--- config.mk ---
export PLATFORM = sky130hd
export DESIGN_NAME = rsa_result_scoreboard
export DESIGN_NICKNAME = d
export VERILOG_FILES = /design/src/rtl/rsa_result_scoreboard_pkg.sv /design/src/rtl/rsa_rec_fifo.sv /design/src/rtl/rsa_result_scoreboard.sv
export SDC_FILE = /design/constraint.sdc
export NUM_CORES = 1
export LEC_CHECK = 0
export CORE_MARGIN = 2
export CORE_UTILIZATION = 44
export DETAILED_ROUTE_END_ITERATION = 6
export GPL_TIMING_DRIVEN = 1
export PLACE_DENSITY = 0.69
export RECOVER_POWER = 50
export SLEW_MARGIN = 20
export SYNTH_ARGS = -nofsm -noshare
export SYNTH_HDL_FRONTEND = slang
export SYNTH_HIERARCHICAL = 1
export SYNTH_SLANG_ARGS = --single-unit
--- constraint.sdc ---
create_clock -name clk -period 3 [get_ports clk]
set_input_delay 0.45 -clock clk [delete_from_list [all_inputs] [get_ports clk]]
set_output_delay 0.45 -clock clk [all_outputs]
set_load 0.005 [all_outputs]
--- src/rtl/rsa_result_scoreboard_pkg.sv ---
// -----------------------------------------------------------------------------
// rsa_result_scoreboard_pkg
//
// Shared definitions for the RSA result scoreboard.
//   - Default widths for the RAM address, plaintext and cipher text.
//   - The toy RSA key used by the datapath upstream: modulus N_MOD, public
//     exponent E_EXP and private exponent D_EXP. The hardware never computes
//     with them. They are here so that stimulus generators and reference models
//     use the same key as the datapath.
//   - Bit positions of every field inside a check record at the default
//     widths. A record is packed MSB to LSB as
//     {addr, pt, ct, pt_org, unwritten, match}.
//   - Helper functions: record width for arbitrary widths, and a modular
//     exponentiation used to produce cipher/plain text pairs.
// -----------------------------------------------------------------------------
package rsa_result_scoreboard_pkg;

    // Default datapath widths
    localparam int ADDR_W_DEF = 3;
    localparam int PT_W_DEF   = 5;
    localparam int CT_W_DEF   = 6;

    // Toy RSA key: 33 = 3 * 11, e*d = 21 = 1 mod lcm(2,10)
    localparam int N_MOD = 33;
    localparam int E_EXP = 7;
    localparam int D_EXP = 3;

    // Record field offsets (LSB positions) at the default widths
    localparam int REC_MATCH_BIT = 0;
    localparam int REC_UNWR_BIT  = 1;
    localparam int REC_PTORG_LSB = 2;
    localparam int REC_CT_LSB    = REC_PTORG_LSB + CT_W_DEF;
    localparam int REC_PT_LSB    = REC_CT_LSB + CT_W_DEF;
    localparam int REC_ADDR_LSB  = REC_PT_LSB + PT_W_DEF;
    localparam int REC_W         = REC_ADDR_LSB + ADDR_W_DEF;

    // Width of one record for a given set of datapath widths
    function automatic int rec_width(input int aw, input int pw, input int cw);
        return aw + pw + 2 * cw + 2;
    endfunction

    // base**exp mod modulus by repeated multiplication; operands are small
    // enough that the product never leaves 32 bits.
    function automatic int unsigned mod_pow(input int unsigned base,
                                            input int unsigned exp,
                                            input int unsigned modulus);
        int unsigned r;
        int unsigned b;
        r = 1;
        b = base % modulus;
        for (int unsigned i = 0; i < exp; i++) begin
            r = (r * b) % modulus;
        end
        return r;
    endfunction

endpackage : rsa_result_scoreboard_pkg

--- src/rtl/rsa_rec_fifo.sv ---
// -----------------------------------------------------------------------------
// rsa_rec_fifo
//
// Synchronous record FIFO with a combinational head.
//
// Ports
//   clk    in   system clock, rising edge
//   rst    in   synchronous active-high reset, clears both pointers
//   push   in   write din at the tail this edge
//   pop    in   drop the head entry this edge (ignored when empty)
//   din    in   WIDTH  record to enqueue
//   full   out  DEPTH entries held
//   empty  out  no entries held
//   head   out  WIDTH  oldest entry, or zero when empty
//
// DEPTH must be a power of two and at least 2. Pointers carry one extra wrap
// bit so that full and empty can be told apart without an occupancy counter.
// A push while full is accepted only together with a pop; the tail slot then
// equals the head slot, which is read before the edge and overwritten at it.
// -----------------------------------------------------------------------------
module rsa_rec_fifo #(
    parameter int WIDTH = 22,
    parameter int DEPTH = 4
) (
    input  logic             clk,
    input  logic             rst,
    input  logic             push,
    input  logic             pop,
    input  logic [WIDTH-1:0] din,
    output logic             full,
    output logic             empty,
    output logic [WIDTH-1:0] head
);

    localparam int PW = $clog2(DEPTH);

    logic [PW:0]      wr_ptr;
    logic [PW:0]      rd_ptr;
    logic [WIDTH-1:0] mem [DEPTH];
    logic             do_push;
    logic             do_pop;

    assign empty   = (wr_ptr == rd_ptr);
    assign full    = (wr_ptr[PW] != rd_ptr[PW]) && (wr_ptr[PW-1:0] == rd_ptr[PW-1:0]);
    assign do_pop  = pop && !empty;
    assign do_push = push && (!full || do_pop);

    // Zero when empty so that a freshly reset FIFO shows an all-zero record
    // regardless of what the storage still holds.
    assign head = empty ? '0 : mem[rd_ptr[PW-1:0]];

    // Pointer (control) state
    always_ff @(posedge clk) begin
        if (rst) begin
            wr_ptr <= '0;
            rd_ptr <= '0;
        end else begin
            if (do_push) begin
                wr_ptr <= wr_ptr + 1'b1;
            end
            if (do_pop) begin
                rd_ptr <= rd_ptr + 1'b1;
            end
        end
    end

    // Record storage; contents behind the pointers are don't-care
    always_ff @(posedge clk) begin
        if (do_push) begin
            mem[wr_ptr[PW-1:0]] <= din;
        end
    end

endmodule : rsa_rec_fifo

--- src/rtl/rsa_result_scoreboard.sv ---
// -----------------------------------------------------------------------------
// rsa_result_scoreboard
//
// Watches the RSA encrypt/decrypt datapath and checks every decryption.
// Plaintext writes into the input RAM are shadowed per address. Cipher text is
// captured per address on each encryption-done pulse. On each decryption-done
// pulse the recovered plaintext is compared with the shadowed plaintext, and a
// record of the check is queued for readout.
//
// Ports
//   clk          in   system clock, rising edge
//   rst          in   synchronous active-high reset
//   wren         in   plaintext RAM write enable (snooped)
//   wraddr       in   ADDR_W  plaintext RAM write address
//   pt           in   PT_W    plaintext being written
//   e_d          in   encryption-done pulse
//   ct_addr      in   ADDR_W  address the cipher text belongs to
//   cipher_text  in   CT_W    cipher text, valid with e_d
//   d_d          in   decryption-done pulse
//   dt_addr      in   ADDR_W  address being decrypted
//   pt_org       in   CT_W    recovered plaintext, valid with d_d
//   rec_valid    out  a record is available
//   rec_ready    in   consumer takes the head record when rec_valid is high
//   rec_data     out  REC     head record {addr, pt, ct, pt_org, unwritten, match}
//   pass_cnt     out  CNT_W   saturating count of matching checks
//   fail_cnt     out  CNT_W   saturating count of mismatching/unwritten checks
//   overflow     out  sticky: a record was dropped on a full FIFO
//   all_pass     out  at least one pass, no fail, no overflow
//
// A check reads the shadow tables before the edge, so a write or capture to
// the same address in the same cycle is compared against the old value and
// becomes visible one cycle later. Counters account for every check, even
// when its record is dropped.
// -----------------------------------------------------------------------------
module rsa_result_scoreboard
    import rsa_result_scoreboard_pkg::*;
#(
    parameter int ADDR_W     = ADDR_W_DEF,
    parameter int PT_W       = PT_W_DEF,
    parameter int CT_W       = CT_W_DEF,
    parameter int FIFO_DEPTH = 4,
    parameter int CNT_W      = 8
) (
    input  logic                            clk,
    input  logic                            rst,
    input  logic                            wren,
    input  logic [ADDR_W-1:0]               wraddr,
    input  logic [PT_W-1:0]                 pt,
    input  logic                            e_d,
    input  logic [ADDR_W-1:0]               ct_addr,
    input  logic [CT_W-1:0]                 cipher_text,
    input  logic                            d_d,
    input  logic [ADDR_W-1:0]               dt_addr,
    input  logic [CT_W-1:0]                 pt_org,
    output logic                            rec_valid,
    input  logic                            rec_ready,
    output logic [ADDR_W+PT_W+2*CT_W+2-1:0] rec_data,
    output logic [CNT_W-1:0]                pass_cnt,
    output logic [CNT_W-1:0]                fail_cnt,
    output logic                            overflow,
    output logic                            all_pass
);

    localparam int ENTRIES = 2 ** ADDR_W;
    localparam int RW      = rec_width(ADDR_W, PT_W, CT_W);

    // Counter increment that holds at all ones instead of wrapping
    function automatic logic [CNT_W-1:0] sat_inc(input logic [CNT_W-1:0] v);
        return (v == '1) ? v : v + 1'b1;
    endfunction

    // Shadow copies of what the datapath has seen, per RAM address
    logic [PT_W-1:0]    shadow_pt [ENTRIES];
    logic [CT_W-1:0]    shadow_ct [ENTRIES];
    logic [ENTRIES-1:0] pt_valid;

    // Check stage
    logic               vld_p0;
    logic               unwritten_p0;
    logic               match_p0;
    logic [RW-1:0]      rec_p0;

    // FIFO handshake
    logic               fifo_full;
    logic               fifo_empty;
    logic               pop;
    logic               push;
    logic [RW-1:0]      fifo_head;

    // ---- p0: check formed from pre-edge tables ----
    always_comb begin
        vld_p0       = d_d;
        unwritten_p0 = !pt_valid[dt_addr];
        // Recovered plaintext is one bit wider than the stored plaintext, so a
        // set top bit is always a mismatch.
        match_p0     = pt_valid[dt_addr] && (pt_org == CT_W'(shadow_pt[dt_addr]));
        rec_p0       = {dt_addr, shadow_pt[dt_addr], shadow_ct[dt_addr],
                        pt_org, unwritten_p0, match_p0};
    end

    assign pop  = !fifo_empty && rec_ready;
    assign push = vld_p0 && (!fifo_full || pop);

    // ---- shadow tables, updated at the edge ----
    always_ff @(posedge clk) begin
        if (rst) begin
            for (int i = 0; i < ENTRIES; i++) begin
                shadow_pt[i] <= '0;
                shadow_ct[i] <= '0;
            end
            pt_valid <= '0;
        end else begin
            if (wren) begin
                shadow_pt[wraddr] <= pt;
                pt_valid[wraddr]  <= 1'b1;
            end
            if (e_d) begin
                shadow_ct[ct_addr] <= cipher_text;
            end
        end
    end

    // ---- p1: counters and sticky flags ----
    always_ff @(posedge clk) begin
        if (rst) begin
            pass_cnt <= '0;
            fail_cnt <= '0;
            overflow <= 1'b0;
        end else begin
            if (vld_p0) begin
                if (match_p0) begin
                    pass_cnt <= sat_inc(pass_cnt);
                end else begin
                    fail_cnt <= sat_inc(fail_cnt);
                end
            end
            if (vld_p0 && !push) begin
                overflow <= 1'b1;
            end
        end
    end

    // ---- p1: record queue ----
    rsa_rec_fifo #(
        .WIDTH (RW),
        .DEPTH (FIFO_DEPTH)
    ) u_fifo (
        .clk   (clk),
        .rst   (rst),
        .push  (push),
        .pop   (pop),
        .din   (rec_p0),
        .full  (fifo_full),
        .empty (fifo_empty),
        .head  (fifo_head)
    );

    assign rec_valid = !fifo_empty;
    assign rec_data  = fifo_head;
    assign all_pass  = (pass_cnt != '0) && (fail_cnt == '0) && !overflow;

endmodule : rsa_result_scoreboard

Yosys cells after proc, flatten, opt, wreduce, memory -nomap -nowiden. Memories as Yosys holds them, arrays and structs flattened. A register that Yosys moved wholly into a read port is not among the register bits. Cells that the tools add are included.

Add/sub/neg operators: 4. $mul: 0. Div/mod/pow operators: 0. $lt $le $gt $ge: 3. Equality and inequality tests: 6. Shift-type cells: 0. Muxes and demuxes: 23. Bitwise logic cells: 4. Reductions and logical operators: 23.

Operators with widths (count): $mux W22 (1); $add A8 B1 Y8 const B (2); $eq A8 B8 Y1 const B (2); $mux W1 (14); $logic_and A1 B1 Y1 (10); $logic_not A8 Y1 (1); $lt A3 B4 Y1 const B (2); $or A8 B8 Y8 (1); $reduce_bool A8 Y1 (1); $add A3 B1 Y3 const B (2); $eq A6 B5 Y1 (1); $mux W3 (2); $mux W6 (1); $reduce_and A3 Y1 (2); $reduce_or A6 Y1 (1); $logic_not A1 Y1 (5); $mux W5 (1); $reduce_or A5 Y1 (1); $mux W2 (2); $bmux W1 S3 (1); $demux W1 S3 (1); $eq A3 B3 Y1 (1); $ge A3 B1 Y1 const B (1); $not A1 Y1 (3); 3 further kinds (4).

Register bits: 31. Latch bits: 0. Memory bits (writable): 176. Bits in read-only memories: 0. Input bits: 32. Output and inout port bits: 41. Word-level logic and storage cells: 72. Memories kept: 3.

Memories: u_fifo.mem (words 4, width 22, rd ports 1, clocked after Yosys merged registers in 1, wr ports 1, line rsa_rec_fifo.sv:39) `logic [WIDTH-1:0] mem [DEPTH];`; shadow_ct (words 8, width 6, rd ports 1, clocked after Yosys merged registers in 0, wr ports 8, line rsa_result_scoreboard.sv:74) `logic [CT_W-1:0] shadow_ct [ENTRIES];`; shadow_pt (words 8, width 5, rd ports 1, clocked after Yosys merged registers in 0, wr ports 8, line rsa_result_scoreboard.sv:73) `logic [PT_W-1:0] shadow_pt [ENTRIES];`.

Depth between registers and ports, before layout.
Word-level depth: 8. Mapped depth: 10. Depth with buffers taken out: 8.

By module. Netlist, hierarchy kept.

By module, submodules not included: rsa_result_scoreboard (times used 1, cells each 451, area an instance 5580.4 µm², seq. area each 3143.0 µm²); rsa_rec_fifo (times used 1, cells each 192, area an instance 3808.7 µm², seq. area each 2802.7 µm²).

Worst setup path after synthesis. OpenSTA, ideal clock, no wires.

Path kind: reg-to-reg. Start point: reg u_fifo.wr_ptr[0]. End point: reg u_fifo.wr_ptr[2]. Setup time: 0.124 ns. Arrival time: 3.104 ns. Data required time: 2.876 ns. Path slack: -0.228 ns. Cell stages (with the launch flop): 10. Buffers on the path: 1. Clock period less this slack: 3.228 ns. Cell sequence: dfxtp_1 > xor2_1 > nor3_2 > clkbuf_1 > inv_1 > nand2_1 > a21boi_0 > nand2_1 > a41oi_1 > mux2_2.

Longest elaborated chain between the ends: 6. Elaborated cells between the ends (all ways): 12. Those cells by class: add/sub (1); eq/ne (2); reduce/logical (9).

Ends and longest elaborated chain: start: declaration (line rsa_rec_fifo.sv:37) `logic [PW:0] wr_ptr;`; start signal: assignment (line rsa_rec_fifo.sv:59) `wr_ptr <= wr_ptr + 1'b1;`; $eq A3 B3 Y1 (line rsa_rec_fifo.sv:43) `assign empty = (wr_ptr == rd_ptr);`; named net fifo_empty (line rsa_result_scoreboard.sv:85) `logic fifo_empty;`; $logic_not A1 Y1; named net rec_valid (line rsa_result_scoreboard.sv:55) `output logic rec_valid,`; $logic_and A1 B1 Y1 (line rsa_result_scoreboard.sv:101) `assign pop = !fifo_empty && rec_ready;`; $logic_or A1 B1 Y1 (line rsa_result_scoreboard.sv:102) `assign push = vld_p0 && (!fifo_full || pop);`; $logic_and A1 B1 Y1 (line rsa_result_scoreboard.sv:102); named net push (line rsa_result_scoreboard.sv:87) `logic push;`; $logic_and A1 B1 Y1 (line rsa_rec_fifo.sv:46) `assign do_push = push && (!full || do_pop);`.

The timed path passes the listed nets, and every way through them passes these cells. A chain may end at the register's enable or synchronous reset.

==> results by group <==
Run status
  • Status: complete, no violations

Routing
  • Routed length per placed instance: 18.1 um
  • Initial drt markers: 387
  • DRC Markers: 0
  • Pre-antenna DRT Iters: 5
  • Vias: 5,509
  • Antenna-violating nets left: 0
  • Drt via density: 5.24
  • Routed wire length: 19,000 um

Clocking
  • Cts hold-fix bufs: 0
  • CTS Sinks: 209
  • Post-CTS Setup Bufs: 0
  • TritonCTS clock tree: built
  • Clock latency on the worst-skew pair: 0.50 ns
  • Cts bufs inserted: 22
  • Clock transition at the registers of the reported paths: 0.07 ns
  • Root buf cell: clkbuf_16
  • CTS max path bufs: 3
  • H-Tree Depth: 1
  • Post-cts repair resize count: 0

Floorplan
  • Die extent in x: 150 um
  • Die span in y: 150 um
  • Initial core utilization: 0.448
  • Core area: 21,000 um^2
  • # IOs: 73
  • Rows: 53
  • Die area: 22,500 um^2

Global route
  • Antenna violations before repair: 0
  • First-pass GRT wire length: 30,400 um
  • Largest net degree at the start of global routing: 24
  • GRT overflow: 0
  • Vias in the first global route: 5,622
  • GRT Total Usage: 0.174

Job
  • Max cap viols: 0

Synth
  • Synthesized cell area: 9390 um^2
  • Yosys warns: 6
  • Synth Net Count: 684
  • Ys async rst share: 0
  • Primary FF master, synth: edfxtp_1
  • Mapped Cells: 643
  • Syn Area/Cell: 14.6 um^2
  • Seq/Total Area, Yosys: 0.633
  • Number of flops mapped to enable cells by yosys: 176
  • Distinct cells, synth: 56
  • Synth Register Bits: 209

STA
  • Slew HR: 0.369
  • Worst slew pin tran: 0.938 ns
  • Final slew viol count: 0
  • Setup slack after layout: 0.138 ns
  • RSZ-0062 raised after global routing: false
  • Fmax: 349 MHz
  • Finish-stage setup viols: 0
  • Endpoints failing hold: 0
  • Period utilization: 0.954
  • Min Tclk post-route: 2.86 ns
  • Skew final: 0.0113 ns
  • Setup_tns: 0 ns

Finish
  • Commonest non-fill, non-tap cell in the layout: edfxtp_1
  • Commonest cells after routing, fill and taps aside: 176 x edfxtp_1, 47 x and2_0, 46 x and2_1, 45 x clkdlybuf4s50_1, 35 x mux4_2
  • Fillers: 1,734
  • Multi-input gate area: 3220 um^2
  • Reg area: 5950 um^2
  • N_diodes: 0
  • Area added between synthesis and finish: 21.0%
  • Layout cells sized above 1: 0.175
  • Net count, final: 802

Pwr
  • Clock network power share: 0.404
  • Pint: 0.00550 W
  • Power Total: 0.00707 W
  • Sw frac: 0.223
  • Gate power share: 0.117
  • Lkg Pwr: 4.05 nW
  • Seq pwr share: 0.479
  • Sw power: 0.00157 W
  • PwrDens: 623 nW/um^2
  • Maximum vdd drop: 381 uV

Placement
  • Hpwl dp: 13,300 um
  • IO Port Bufs: 72
  • Worst slack at placement: -0.0329 ns
  • Gp weighted congestion: 0.807

Worst hold path
  • HP Class: input pin to flip-flop

Critical path
  • Crit path required time: 2.55 ns
  • CP Max Fanout: 22
  • Crit end category: output pin
  • Critical path type: flip-flop to output pin
  • Worst setup SP type: flip-flop
  • Crit path DAT: 2.41 ns
power by group through the flow:
stage	sequential (W)	clock, W	combinational, W
floorplan	0.00343	0	0.000471
global placement	0.00344	0	0.000840
detailed placement	0.00345	0	0.000858
CTS	0.00339	0.00292	0.000862
global route	0.00340	0.00302	0.000911
finish	0.00339	0.00286	0.000831
routing by layer:
layer,up-vias,wire [um],part of all wire,global-route usage
li1,2635,-,-,-
met4,0,289,0.015,0.0406
met5,-,0,0,0
met2,141,9210,0.49,0.290
met1,2712,8550,0.45,0.245
met3,21,931,0.049,0.0216
area by class of cell:
class	count	share of cell area
clock inverters	13	0.0155
multi-input cells	392	0.284
clock buffers	26	0.0517
well taps	275	0.0303
repair buffers	117	0.0893
flip-flops and latches	209	0.523
inverters	19	0.00628
worst max-delay path, cell delays in order (launching register included):
cell	delay (ns)
dfxtp_1	0.31
buf_4	0.39
mux4_2	0.57
nor2b_1	0.17
clkdlybuf4s50_1	0.46
registers in the layout, indices dropped and copies added (netlist names), 3 cells and up, named ones only:
register	flops
u_fifo/wr_ptr	3
pass_cnt	8
shadow_pt	40
shadow_ct	48
fail_cnt	8
u_fifo/rd_ptr	3
pt_valid	8
u_fifo/mem	88
per-stage QoR:
stage	cells	area, um^2	hold WS [ns]	util
after detailed placement	1012	10700	0.440	0.509
after global routing	1051	11400	0.455	0.542
after floorplan	643	9400	0.426	-
final	1051	11400	0.450	0.542
after CTS	1051	11400	0.436	0.546
after global placement	1012	10700	0.444	0.509
cells in the mapped netlist (9+ instances only):
master / n / share of area
edfxtp_1: 176 / 0.56
and2_1: 93 / 0.062
mux4_2: 35 / 0.084
dfxtp_1: 33 / 0.070
nor2b_1: 33 / 0.022
nor2_1: 32 / 0.013
mux2i_1: 25 / 0.027
inv_1: 19 / 0.0076
mux2_2: 18 / 0.022
nand2_1: 18 / 0.0072
nor3_1: 12 / 0.0064
clkbuf_1: 11 / 0.0044
nand3_1: 11 / 0.0059
or2_2: 11 / 0.0073
ha_1: 9 / 0.012
o21ai_0: 9 / 0.0048
cell families after synthesis:
| logic type | share of synthesized area |
|---|---|
| buffers and inverters | 0.0233 |
| AND/OR/NAND/NOR | 0.151 |
| multiplexers | 0.135 |
| XOR/XNOR | 0.00653 |
| flip-flops | 0.633 |
| AO/OA/AOI/OAI | 0.0384 |
| adder cells (fa/ha/maj) | 0.0120 |
worst paths after layout:
path                                  startpoint           endpoint  slack, ns  cells past startpoint
worst max-delay path                   flip-flop       rec_data[20]       0.14                      4
worst min-delay path                  dt_addr[0]  u_fifo/mem[1][19]       0.45                      1
worst max register to register  u_fifo/wr_ptr[0]  u_fifo/mem[1][20]       0.44                      8
worst min register to register       pt_valid[6]        pt_valid[6]       0.45                      1
Note: power is estimated with default switching activity, not from simulation.
